===== src/rtl/lin_trans_coef_gen_if.sv =====
// Knot-write, control and coefficient-bus bundle for lin_trans_coef_gen.
// The master side drives knots and control; the slave side returns status and active buses.
interface lin_trans_coef_gen_if #(
  parameter int unsigned DSIZE = 12,
  parameter int unsigned DT_I  = 8,
  parameter int unsigned DT_D  = 4
);
  localparam int unsigned DTW = DT_I + DT_D;

  logic                  wr_en;
  logic [4:0]            wr_addr;
  logic [DSIZE-1:0]      wr_x;
  logic [DSIZE-1:0]      wr_y;
  logic                  start;
  logic                  frame_sync;
  logic                  busy;
  logic                  done;
  logic                  pending;
  logic [2:0]            err;
  logic [16*DSIZE-1:0]   M_bus;
  logic [16*DSIZE-1:0]   C_bus;
  logic [16*DTW-1:0]     D_bus;

  modport master (
    output wr_en, wr_addr, wr_x, wr_y, start, frame_sync,
    input  busy, done, pending, err, M_bus, C_bus, D_bus
  );

  modport slave (
    input  wr_en, wr_addr, wr_x, wr_y, start, frame_sync,
    output busy, done, pending, err, M_bus, C_bus, D_bus
  );
endinterface


===== src/rtl/lin_trans_coef_gen.sv =====
// Coefficient generator for a 16-segment piecewise-linear transform: knots -> (M, C, delta)
// via a bit-serial divider into a shadow bank, committed to the active bank on frame_sync.
module lin_trans_coef_gen #(
  parameter int unsigned DSIZE = 12,
  parameter int unsigned DT_I  = 8,
  parameter int unsigned DT_D  = 4
) (
  input  logic                 clock,
  input  logic                 reset,
  lin_trans_coef_gen_if.slave  bus
);
  localparam int unsigned DW  = DSIZE + DT_D;
  localparam int unsigned DTW = DT_I + DT_D;
  localparam int unsigned CW  = $clog2(DW);
  localparam logic [DTW-1:0] D_MAX = '1;
  localparam logic [DTW-1:0] D_ONE = DTW'(1) << DT_D;

  typedef enum logic [2:0] {S_IDLE, S_LOAD, S_DIV, S_STORE, S_DONE} state_e;

  state_e           state_q;
  logic [DSIZE-1:0] x_q [17];
  logic [DSIZE-1:0] y_q [17];
  logic [DSIZE-1:0] m_act_q [16];
  logic [DSIZE-1:0] c_act_q [16];
  logic [DTW-1:0]   d_act_q [16];
  logic [DSIZE-1:0] m_sh_q [16];
  logic [DSIZE-1:0] c_sh_q [16];
  logic [DTW-1:0]   d_sh_q [16];
  logic [3:0]       k_q;
  logic [CW-1:0]    cnt_q;
  logic [DW-1:0]    num_q;
  logic [DW-1:0]    quo_q;
  logic [DSIZE-1:0] rem_q;
  logic [DSIZE-1:0] dx_q;
  logic             force_q;
  logic             busy_q;
  logic             done_q;
  logic             pending_q;
  logic [2:0]       err_q;

  logic [4:0]       k_lo_d, k_hi_d;
  logic [DSIZE-1:0] x_lo_d, x_hi_d, y_lo_d, y_hi_d, dx_d, dy_d;
  logic             bad_x_d, bad_y_d, fits_d;
  logic [DSIZE:0]   trial_d;
  logic [DTW-1:0]   dsat_d;

  // Segment endpoints, one restoring-divide step, and the saturated slope for STORE
  always_comb begin
    k_lo_d  = {1'b0, k_q};
    k_hi_d  = k_lo_d + 5'd1;
    x_lo_d  = x_q[k_lo_d];
    x_hi_d  = x_q[k_hi_d];
    y_lo_d  = y_q[k_lo_d];
    y_hi_d  = y_q[k_hi_d];
    bad_x_d = (x_hi_d <= x_lo_d);
    bad_y_d = (y_hi_d < y_lo_d);
    dx_d    = x_hi_d - x_lo_d;
    dy_d    = y_hi_d - y_lo_d;
    trial_d = {rem_q, num_q[DW-1]};
    fits_d  = (trial_d >= {1'b0, dx_q});
    if (force_q)                    dsat_d = '0;
    else if (quo_q > DW'(D_MAX))    dsat_d = D_MAX;
    else                            dsat_d = quo_q[DTW-1:0];
  end

  always_ff @(posedge clock) begin
    if (reset) begin
      state_q   <= S_IDLE;
      k_q       <= '0;
      cnt_q     <= '0;
      num_q     <= '0;
      quo_q     <= '0;
      rem_q     <= '0;
      dx_q      <= '0;
      force_q   <= 1'b0;
      busy_q    <= 1'b0;
      done_q    <= 1'b0;
      pending_q <= 1'b0;
      err_q     <= '0;
      for (int i = 0; i < 16; i++) begin
        x_q[i]     <= DSIZE'(i) << (DSIZE - 4);
        y_q[i]     <= DSIZE'(i) << (DSIZE - 4);
        m_act_q[i] <= DSIZE'(i) << (DSIZE - 4);
        c_act_q[i] <= DSIZE'(i) << (DSIZE - 4);
        d_act_q[i] <= D_ONE;
        m_sh_q[i]  <= DSIZE'(i) << (DSIZE - 4);
        c_sh_q[i]  <= DSIZE'(i) << (DSIZE - 4);
        d_sh_q[i]  <= D_ONE;
      end
      x_q[16] <= '1;
      y_q[16] <= '1;
    end else begin
      done_q <= 1'b0;
      // Knot table is frozen while the divider walks it
      if (bus.wr_en) begin
        if (state_q != S_IDLE) begin
          err_q[2] <= 1'b1;
        end else if (bus.wr_addr <= 5'd16) begin
          x_q[bus.wr_addr] <= bus.wr_x;
          y_q[bus.wr_addr] <= bus.wr_y;
        end
      end
      case (state_q)
        S_IDLE: begin
          if (bus.start) begin
            state_q   <= S_LOAD;
            k_q       <= '0;
            busy_q    <= 1'b1;
            err_q     <= '0;
            pending_q <= 1'b0;
          end else if (bus.frame_sync && pending_q) begin
            for (int i = 0; i < 16; i++) begin
              m_act_q[i] <= m_sh_q[i];
              c_act_q[i] <= c_sh_q[i];
              d_act_q[i] <= d_sh_q[i];
            end
            pending_q <= 1'b0;
          end
        end
        S_LOAD: begin
          dx_q    <= dx_d;
          num_q   <= DW'(dy_d) << DT_D;
          rem_q   <= '0;
          quo_q   <= '0;
          cnt_q   <= '0;
          force_q <= bad_x_d | bad_y_d;
          if (bad_x_d) err_q[0] <= 1'b1;
          if (bad_y_d) err_q[1] <= 1'b1;
          state_q <= S_DIV;
        end
        S_DIV: begin
          num_q <= num_q << 1;
          if (fits_d) begin
            rem_q <= DSIZE'(trial_d - {1'b0, dx_q});
            quo_q <= {quo_q[DW-2:0], 1'b1};
          end else begin
            rem_q <= trial_d[DSIZE-1:0];
            quo_q <= {quo_q[DW-2:0], 1'b0};
          end
          cnt_q <= cnt_q + CW'(1);
          if (cnt_q == CW'(DW - 1)) state_q <= S_STORE;
        end
        S_STORE: begin
          m_sh_q[k_q] <= x_lo_d;
          c_sh_q[k_q] <= y_lo_d;
          d_sh_q[k_q] <= dsat_d;
          if (k_q == 4'd15) begin
            state_q   <= S_DONE;
            done_q    <= 1'b1;
            pending_q <= 1'b1;
          end else begin
            k_q     <= k_q + 4'd1;
            state_q <= S_LOAD;
          end
        end
        S_DONE: begin
          state_q <= S_IDLE;
          busy_q  <= 1'b0;
        end
        default: state_q <= S_IDLE;
      endcase
    end
  end

  assign bus.busy    = busy_q;
  assign bus.done    = done_q;
  assign bus.pending = pending_q;
  assign bus.err     = err_q;

  for (genvar g = 0; g < 16; g++) begin : g_pack
    assign bus.M_bus[g*DSIZE +: DSIZE] = m_act_q[g];
    assign bus.C_bus[g*DSIZE +: DSIZE] = c_act_q[g];
    assign bus.D_bus[g*DTW +: DTW]     = d_act_q[g];
  end
endmodule


===== src/flat_wrapper.sv =====
// flat-port wrapper written by rule: the top's interface ports become plain ports
module lin_trans_coef_gen_flat 
#(
  parameter int unsigned DSIZE = 12,
  parameter int unsigned DT_I  = 8,
  parameter int unsigned DT_D  = 4
)
  (clock, reset, bus_wr_en, bus_wr_addr, bus_wr_x, bus_wr_y, bus_start, bus_frame_sync, bus_busy, bus_done, bus_pending, bus_err, bus_M_bus, bus_C_bus, bus_D_bus);
  lin_trans_coef_gen_if #(.DSIZE(DSIZE), .DT_I(DT_I), .DT_D(DT_D)) bus_i ();
  input  logic clock;
  input  logic reset;
  input wire logic [$bits(bus_i.wr_en)-1:0] bus_wr_en;
  input wire logic [$bits(bus_i.wr_addr)-1:0] bus_wr_addr;
  input wire logic [$bits(bus_i.wr_x)-1:0] bus_wr_x;
  input wire logic [$bits(bus_i.wr_y)-1:0] bus_wr_y;
  input wire logic [$bits(bus_i.start)-1:0] bus_start;
  input wire logic [$bits(bus_i.frame_sync)-1:0] bus_frame_sync;
  output wire logic [$bits(bus_i.busy)-1:0] bus_busy;
  output wire logic [$bits(bus_i.done)-1:0] bus_done;
  output wire logic [$bits(bus_i.pending)-1:0] bus_pending;
  output wire logic [$bits(bus_i.err)-1:0] bus_err;
  output wire logic [$bits(bus_i.M_bus)-1:0] bus_M_bus;
  output wire logic [$bits(bus_i.C_bus)-1:0] bus_C_bus;
  output wire logic [$bits(bus_i.D_bus)-1:0] bus_D_bus;
  assign bus_i.wr_en = bus_wr_en;
  assign bus_i.wr_addr = bus_wr_addr;
  assign bus_i.wr_x = bus_wr_x;
  assign bus_i.wr_y = bus_wr_y;
  assign bus_i.start = bus_start;
  assign bus_i.frame_sync = bus_frame_sync;
  assign bus_busy = bus_i.busy;
  assign bus_done = bus_i.done;
  assign bus_pending = bus_i.pending;
  assign bus_err = bus_i.err;
  assign bus_M_bus = bus_i.M_bus;
  assign bus_C_bus = bus_i.C_bus;
  assign bus_D_bus = bus_i.D_bus;
  lin_trans_coef_gen #(.DSIZE(DSIZE), .DT_I(DT_I), .DT_D(DT_D)) u_core (.clock(clock), .reset(reset), .bus(bus_i));
endmodule

===== config.mk =====
export PLATFORM = sky130hd
export DESIGN_NAME = lin_trans_coef_gen_flat
export DESIGN_NICKNAME = d
export VERILOG_FILES = /design/src/rtl/lin_trans_coef_gen_if.sv /design/src/rtl/lin_trans_coef_gen.sv /design/src/flat_wrapper.sv
export SDC_FILE = /design/constraint.sdc
export NUM_CORES = 2
export LEC_CHECK = 0
export ABC_AREA = 1
export BUFFER_PORTS_ARGS = -buffer_cell sky130_fd_sc_hd__buf_2
export CAP_MARGIN = 0
export CORE_MARGIN = 2
export CORE_UTILIZATION = 35
export CTS_BUF_LIST = sky130_fd_sc_hd__clkbuf_4
export DETAILED_ROUTE_END_ITERATION = 6
export SLEW_MARGIN = 20
export SYNTH_ARGS = -nofsm -noshare
export SYNTH_HDL_FRONTEND = slang
export SYNTH_SLANG_ARGS = --single-unit
export TNS_END_PERCENT = 1

===== constraint.sdc =====
create_clock -name clock -period 19 [get_ports clock]
set_input_delay 2.85 -clock clock [delete_from_list [all_inputs] [get_ports clock]]
set_output_delay 2.85 -clock clock [all_outputs]
set_load 0.05 [all_outputs]

# After elaboration in Yosys (flattened, before gate mapping)
# Memory sizes are Yosys's and may differ from the RTL's. A register that Yosys moved wholly into a read port is not among the register bits.
# Index checks and enable logic that the tools add are counted.
[classes]
n_addsub = 6
order_cmp = 5
n_eq_ne = 13
mux = 111
bitwise = 50
reduce_logical = 19
[ops]
columns = ["cell", "count"]
rows = [
  ["$mux W12", 56],
  ["$pmux W16 S2", 2],
  ["$reduce_or A12 Y1", 5],
  ["$or A1 B1 Y1", 49],
  ["$sub A12 B12 Y12", 3],
  ["$mux W1", 31],
  ["$mux W5", 6],
  ["$pmux W12 S2", 1],
  ["$mux W4", 5],
  ["$gt A16 B12 Y1 const B", 1],
  ["$pmux W4 S2", 2],
  ["$ge A13 B12 Y1", 1],
  ["$le A12 B12 Y1", 1],
  ["$lt A12 B12 Y1", 1],
  ["$mux W3", 4],
  ["$pmux W3 S4", 1],
  ["$reduce_and A3 Y1", 4],
  ["$add A4 B1 Y4 const B", 2],
  ["$eq A4 B4 Y1 const B", 2],
  ["$ne A2 B1 Y1 const B", 4],
  ["$reduce_bool A2 Y1", 4],
  ["$eq A3 B2 Y1 const B", 2],
  ["$add A4 B1 Y5 const B", 1],
  ["$le A5 B5 Y1 const B", 1],
  ["12 further kinds", 15],
]
[word_totals]
ff_bits = 74
mem_bits_rw = 1560
inputBits = 34
out_inout_bits = 582
elab_cells = 226
mem_count = 8
[mem_list]
columns = ["memory", "depth", "width", "rd", "rd_clocked_by_memory_dff", "write_ports", "line_no", "source"]
rows = [
  ["u_core.x_q", 17, 12, 2, 1, 17, "lin_trans_coef_gen.sv:21", "logic [DSIZE-1:0] x_q [17];"],
  ["u_core.y_q", 17, 12, 2, 1, 17, "lin_trans_coef_gen.sv:22", "logic [DSIZE-1:0] y_q [17];"],
  ["u_core.c_act_q", 16, 12, 16, 0, 16, "lin_trans_coef_gen.sv:24", "logic [DSIZE-1:0] c_act_q [16];"],
  ["u_core.c_sh_q", 16, 12, 16, 0, 16, "lin_trans_coef_gen.sv:27", "logic [DSIZE-1:0] c_sh_q [16];"],
  ["u_core.d_act_q", 16, 12, 16, 0, 16, "lin_trans_coef_gen.sv:25", "logic [DTW-1:0] d_act_q [16];"],
  ["u_core.d_sh_q", 16, 12, 16, 0, 16, "lin_trans_coef_gen.sv:28", "logic [DTW-1:0] d_sh_q [16];"],
  ["2 more memories", "-", "-", "-", "-", "-", "-", ""],
]

# Depth between registers and ports, before layout
[logic_depth]
depth_word = 8
ltp_mapped = 27
depth_no_buf = 21

# Least setup slack after synthesis
# No wires, ideal clock.
[synth_path]
path_kind = "input port to flip-flop"
from = "input reset"
to = "memory u_core.c_act_q[0][0], enable pin"
setup_time_ps = 4056
arrival_time_ps = 12692
required_time_ps = 14944
setup_slack_ps = 2252
stages = 4
path_buffers = 2
path_cell_list = "buf_2 -> inv_2 -> clkbuf_1 -> nand2_1"
[synth_rtl]
columns = ["element", "line_no", "source"]
rows = [
  ["start, declared", "flat_wrapper.sv:11", "input logic reset;"],
  ["end, declared", "lin_trans_coef_gen.sv:24", ""],
]

# Worst setup path in the final report
[layout_path]
from = "register u_core.k_q[0]"
to = "register u_core.force_q"
[layout_between]
elab_chain_len = 4
elab_cells_between_ends = 6
classes_between = "1 x add/sub; 2 x order compare; 1 x bitwise; 2 x memory"
[layout_lines]
columns = ["element", "line_no", "source"]
rows = [
  ["start, declared", "lin_trans_coef_gen.sv:29", "logic [3:0] k_q;"],
  ["start signal, assigned", "lin_trans_coef_gen.sv:152", "k_q <= k_q + 4'd1;"],
  ["$add A4 B1 Y5 *", "lin_trans_coef_gen.sv:50", "k_hi_d = k_lo_d + 5'd1;"],
  ["$mem_v2 Z17 W12, on equally long branches", "-", ""],
  ["$le A12 B12 Y1 / $lt A12 B12 Y1 (equally long branches)", "lin_trans_coef_gen.sv:55, lin_trans_coef_gen.sv:56", ""],
  ["$or A1 B1 Y1 *", "lin_trans_coef_gen.sv:126", "force_q <= bad_x_d | bad_y_d;"],
  ["end signal, assigned", "lin_trans_coef_gen.sv:126", ""],
  ["end, declared", "lin_trans_coef_gen.sv:35", "logic force_q;"],
]
# Every way passes the cells marked *; elsewhere a longest branch is shown, timed or not.
# A chain may end at the register's enable or synchronous reset.

==> flow_summary_export.csv <==
group,metric,value,unit
sta,worst_pin_slew,1.28,ns
sta,clock_skew,0.226,ns
clock_tree,cts_buffers,490,
yosys,netlist_area,82700,µm²
sta,maxClockFrequency,162,MHz
sta,fin_ws,12.83,ns
global_route,grt_max_degree,185,
run,max_cap_violations,0,
sta,finalHoldViolCount,0,
power,combPwrFrac,21.9,%
critical_path,crit_required,20.17,ns
clock_tree,h-tree-depth,5,
clock_tree,clk_latency,1.49,ns
finish,instances_no_fill,11700,
place,place_ws,11.54,ns
floorplan,start_util,35.2,%
global_route,track_usage,21.2,%
power,power_switching,0.00364,W
status,status,"completed",
drt,vias,58600,
critical_path,crit_buf_inv,5,
power,p_int,0.00734,W
sta,finalCritPeriodShare,32.5,%
yosys,syn_inst,7119,
sta,drv_slew,0,
yosys,ys.warnings.count,0,
drt,routed_via_density,5.00,
critical_path,start_kind,"register",
power,p_leak,36.2,nW
drt,drc_errors,0,
sta,setup_tns,0,ns
finish,drive_gt1_share,19.5,%
clock_tree,ctsHoldBuffers,0,
place,globalplace.congestion,0.917,
clock_tree,post_cts_resized,0,
yosys,async_flop_share,0,%
yosys,synth_top_area_cell,"edfxtp_1",
global_route,grt_pass1_wl,376000,µm
global_route,grt.overflow.total,0,
critical_path,timing.critical_path.mode_cell,"nand2_1",
sta,slew-limit-headroom,14.4,%
sta,setup_viol,0,
critical_path,crit_arrival,7.34,ns
yosys,synth.avg_cell_area,11.6,µm²
drt,postRouteWirelength,262000,µm
critical_path,critical_path_class,"reg -> reg",
drt,drt-initial-drc-count,7022,
global_route,antenna_found_initial,27,
critical_path,end_kind,"register",
sta,fin_crit,6.17,ns
yosys,synth-edff-count,1920,
yosys,synth_seq_area_share,71.5,%
clock_tree,tritoncts,"yes",
finish,final_net_count,8280,
critical_path,critPathSlowestCell,"buf_4",
critical_path,crit_chain,"inv_8, ha_4, inv_4, buf_4, buf_4, o21ai_0, o22ai_1, nor2_1, o211ai_1, nand2_1, ha_1, fa_1, inv_1, nand3_1, nand2_1, nand2_1, nand2_1, nand2_1, nand2_1, nand2_1, nand2_1, a21oi_1",
yosys,ys.flop_type,"edfxtp_1",
power,swShare,33.2,%
drt,drt-pass1-iter-count,7,
floorplan,dieHeight,490,µm
drt,wl_per_cell,22.4,µm
critical_path,cpPeakStageDelay,0.65,ns
clock_tree,clockBufferDepth,4,
yosys,ys_types,48,
critical_path,critPathTopFamily,"buffers and inverters",
yosys,yosys.area.top_type_share,69.7,%
floorplan,die_x,490,µm
power,p_seq_share,46.7,%
floorplan,ios,616,
clock_tree,cts_sinks,1994,
sta,hold_slack,0.411,ns
clock_tree,cts_root_buf,"clkbuf_4",
place,place_inst,10900,
finish,final_util,40.7,%
critical_path,worstPathMaxFanout,95,
global_route,grt_pass1_vias,56200,
power,clkPwrFrac,31.4,%
min_path,hold_class,"reg -> reg",
place,dp_hpwl,163000,µm
floorplan,coreArea,235000,µm²
power,ir_drop,0.110,mV
floorplan,rows,178,
finish,n_fill_cell,22500,
place,io_buffers,615,
floorplan,die_area,240000,µm²
clock_tree,clk_pin_slew,0.07,ns
power,p_per_area,115,nW/µm²
yosys,ys_ff_latch,1994,
sta,rsz0062_at_grt,"false",
yosys,synth.area.top_cells,"edfxtp_1, nor2_1, o21ai_0, inv_1, nand2_1",
drt,ant_nets,0,
clock_tree,postCtsSetupBuffers,0,
finish,syn_to_final_growth,15.6,%
-- Yosys cell counts, drive strengths merged, types with 14 or more instances --
cell    count
a21oi     125
buf       209
clkbuf    257
clkinv     25
dfxtp      74
edfxtp   1920
ha         41
inv       712
nand2     557
nand3     151
nand4      17
nor2     1925
nor3       14
o211ai     85
o21ai     626
o221ai    200
o22ai      42
or2        84
-- final timing paths --
path	from	endpoint	slack, ns	cells past startpoint
min	u_core.m_sh_q[14][9]	u_core.m_act_q[0][177]	0.41	1
max reg2reg	u_core.k_q[0]	u_core.force_q	12.83	22
min reg2reg	u_core.m_sh_q[14][9]	u_core.m_act_q[0][177]	0.41	1
max	u_core.k_q[0]	u_core.force_q	12.83	22
-- registers in the layout, summed over array words and instances, names as in the netlist, 3 cells and up, named ones only --
register	flops
u_core.x_q	384
u_core.d_act_q	192
u_core.y_q	384
u_core.c_act_q	192
u_core.k_q	4
u_core.cnt_q	4
u_core.d_sh_q	192
u_core.quo_q	16
u_core.m_sh_q	192
u_core.c_sh_q	192
u_core.state_q	3
u_core.m_act_q	192
u_core.dx_q	12
u_core.bus.err	3
u_core.rem_q	12
u_core.num_q	12
-- metrics by stage --
stage               area [µm²]  total power (W)
finish                   95600           0.0110
global route             95600           0.0115
CTS                      95500           0.0110
detailed placement       89600          0.00757
global placement         89600          0.00754
floorplan                84000          0.00679
-- layout by cell type, fill, tap and decap left out, drive strengths merged, types with 2 or more instances in the layout --
cell type	count
clkbuf	709
conb	360
nand3	151
bufinv	3
clkinv	152
nor2	1925
a21oi	125
nand3b	6
nand4	17
a211oi	3
a31oi	10
inv	715
o22ai	42
o21a	2
o31ai	3
o221ai	200
a21o	4
ha	41
diode	12
nor3	14
fa	3
edfxtp	1920
dfxtp	74
o21ai	626
clkinvlp	2
or2	84
o211ai	85
o21bai	3
xor2	9
buf	697
xnor2	5
a21boi	3
nand2	557
-- layout make-up --
| type | instances | area (µm²) | area share (%) |
|---|---|---|---|
| sequential | 1994 | 59100 | 61.9 |
| multi-input combinational | 4281 | 20000 | 20.9 |
| clock buffer | 708 | 5320 | 5.56 |
| tap | 3150 | 3940 | 4.12 |
| timing repair buffer | 698 | 3750 | 3.92 |
| inverter | 737 | 2790 | 2.92 |
| clock inverter | 135 | 636 | 0.665 |
| antenna | 12 | 30.0 | 0.0314 |
-- metal layers --
layer	routed length [µm]	GRT usage, %	vias to the layer above
li1	-	-	26400
met1	104000	27.3	28300
met2	119000	32.9	3293
met3	26100	5.53	577
met4	13400	10.8	8
met5	51	0	-
-- cells by family after synthesis --
kind of cell	Yosys count	synth area share [%]
other	1	0.00454
buffers and inverters	1203	6.10
adders and majority gates	44	0.693
xor gates and xnor gates	14	0.157
DFF	1994	71.5
and+or+nand+nor	2756	13.4
AOI/OAI and AO/OA	1107	8.16
-- power by group through the flow --
stage / combinational (W) / clock (W) / sequential (W)
floorplan: 0.00142 / 0 / 0.00537
global placement: 0.00232 / 0 / 0.00521
detailed placement: 0.00235 / 0 / 0.00522
CTS: 0.00236 / 0.00352 / 0.00512
global route: 0.00259 / 0.00374 / 0.00514
finish: 0.00240 / 0.00345 / 0.00513
Power figures use the tool's default switching activity.
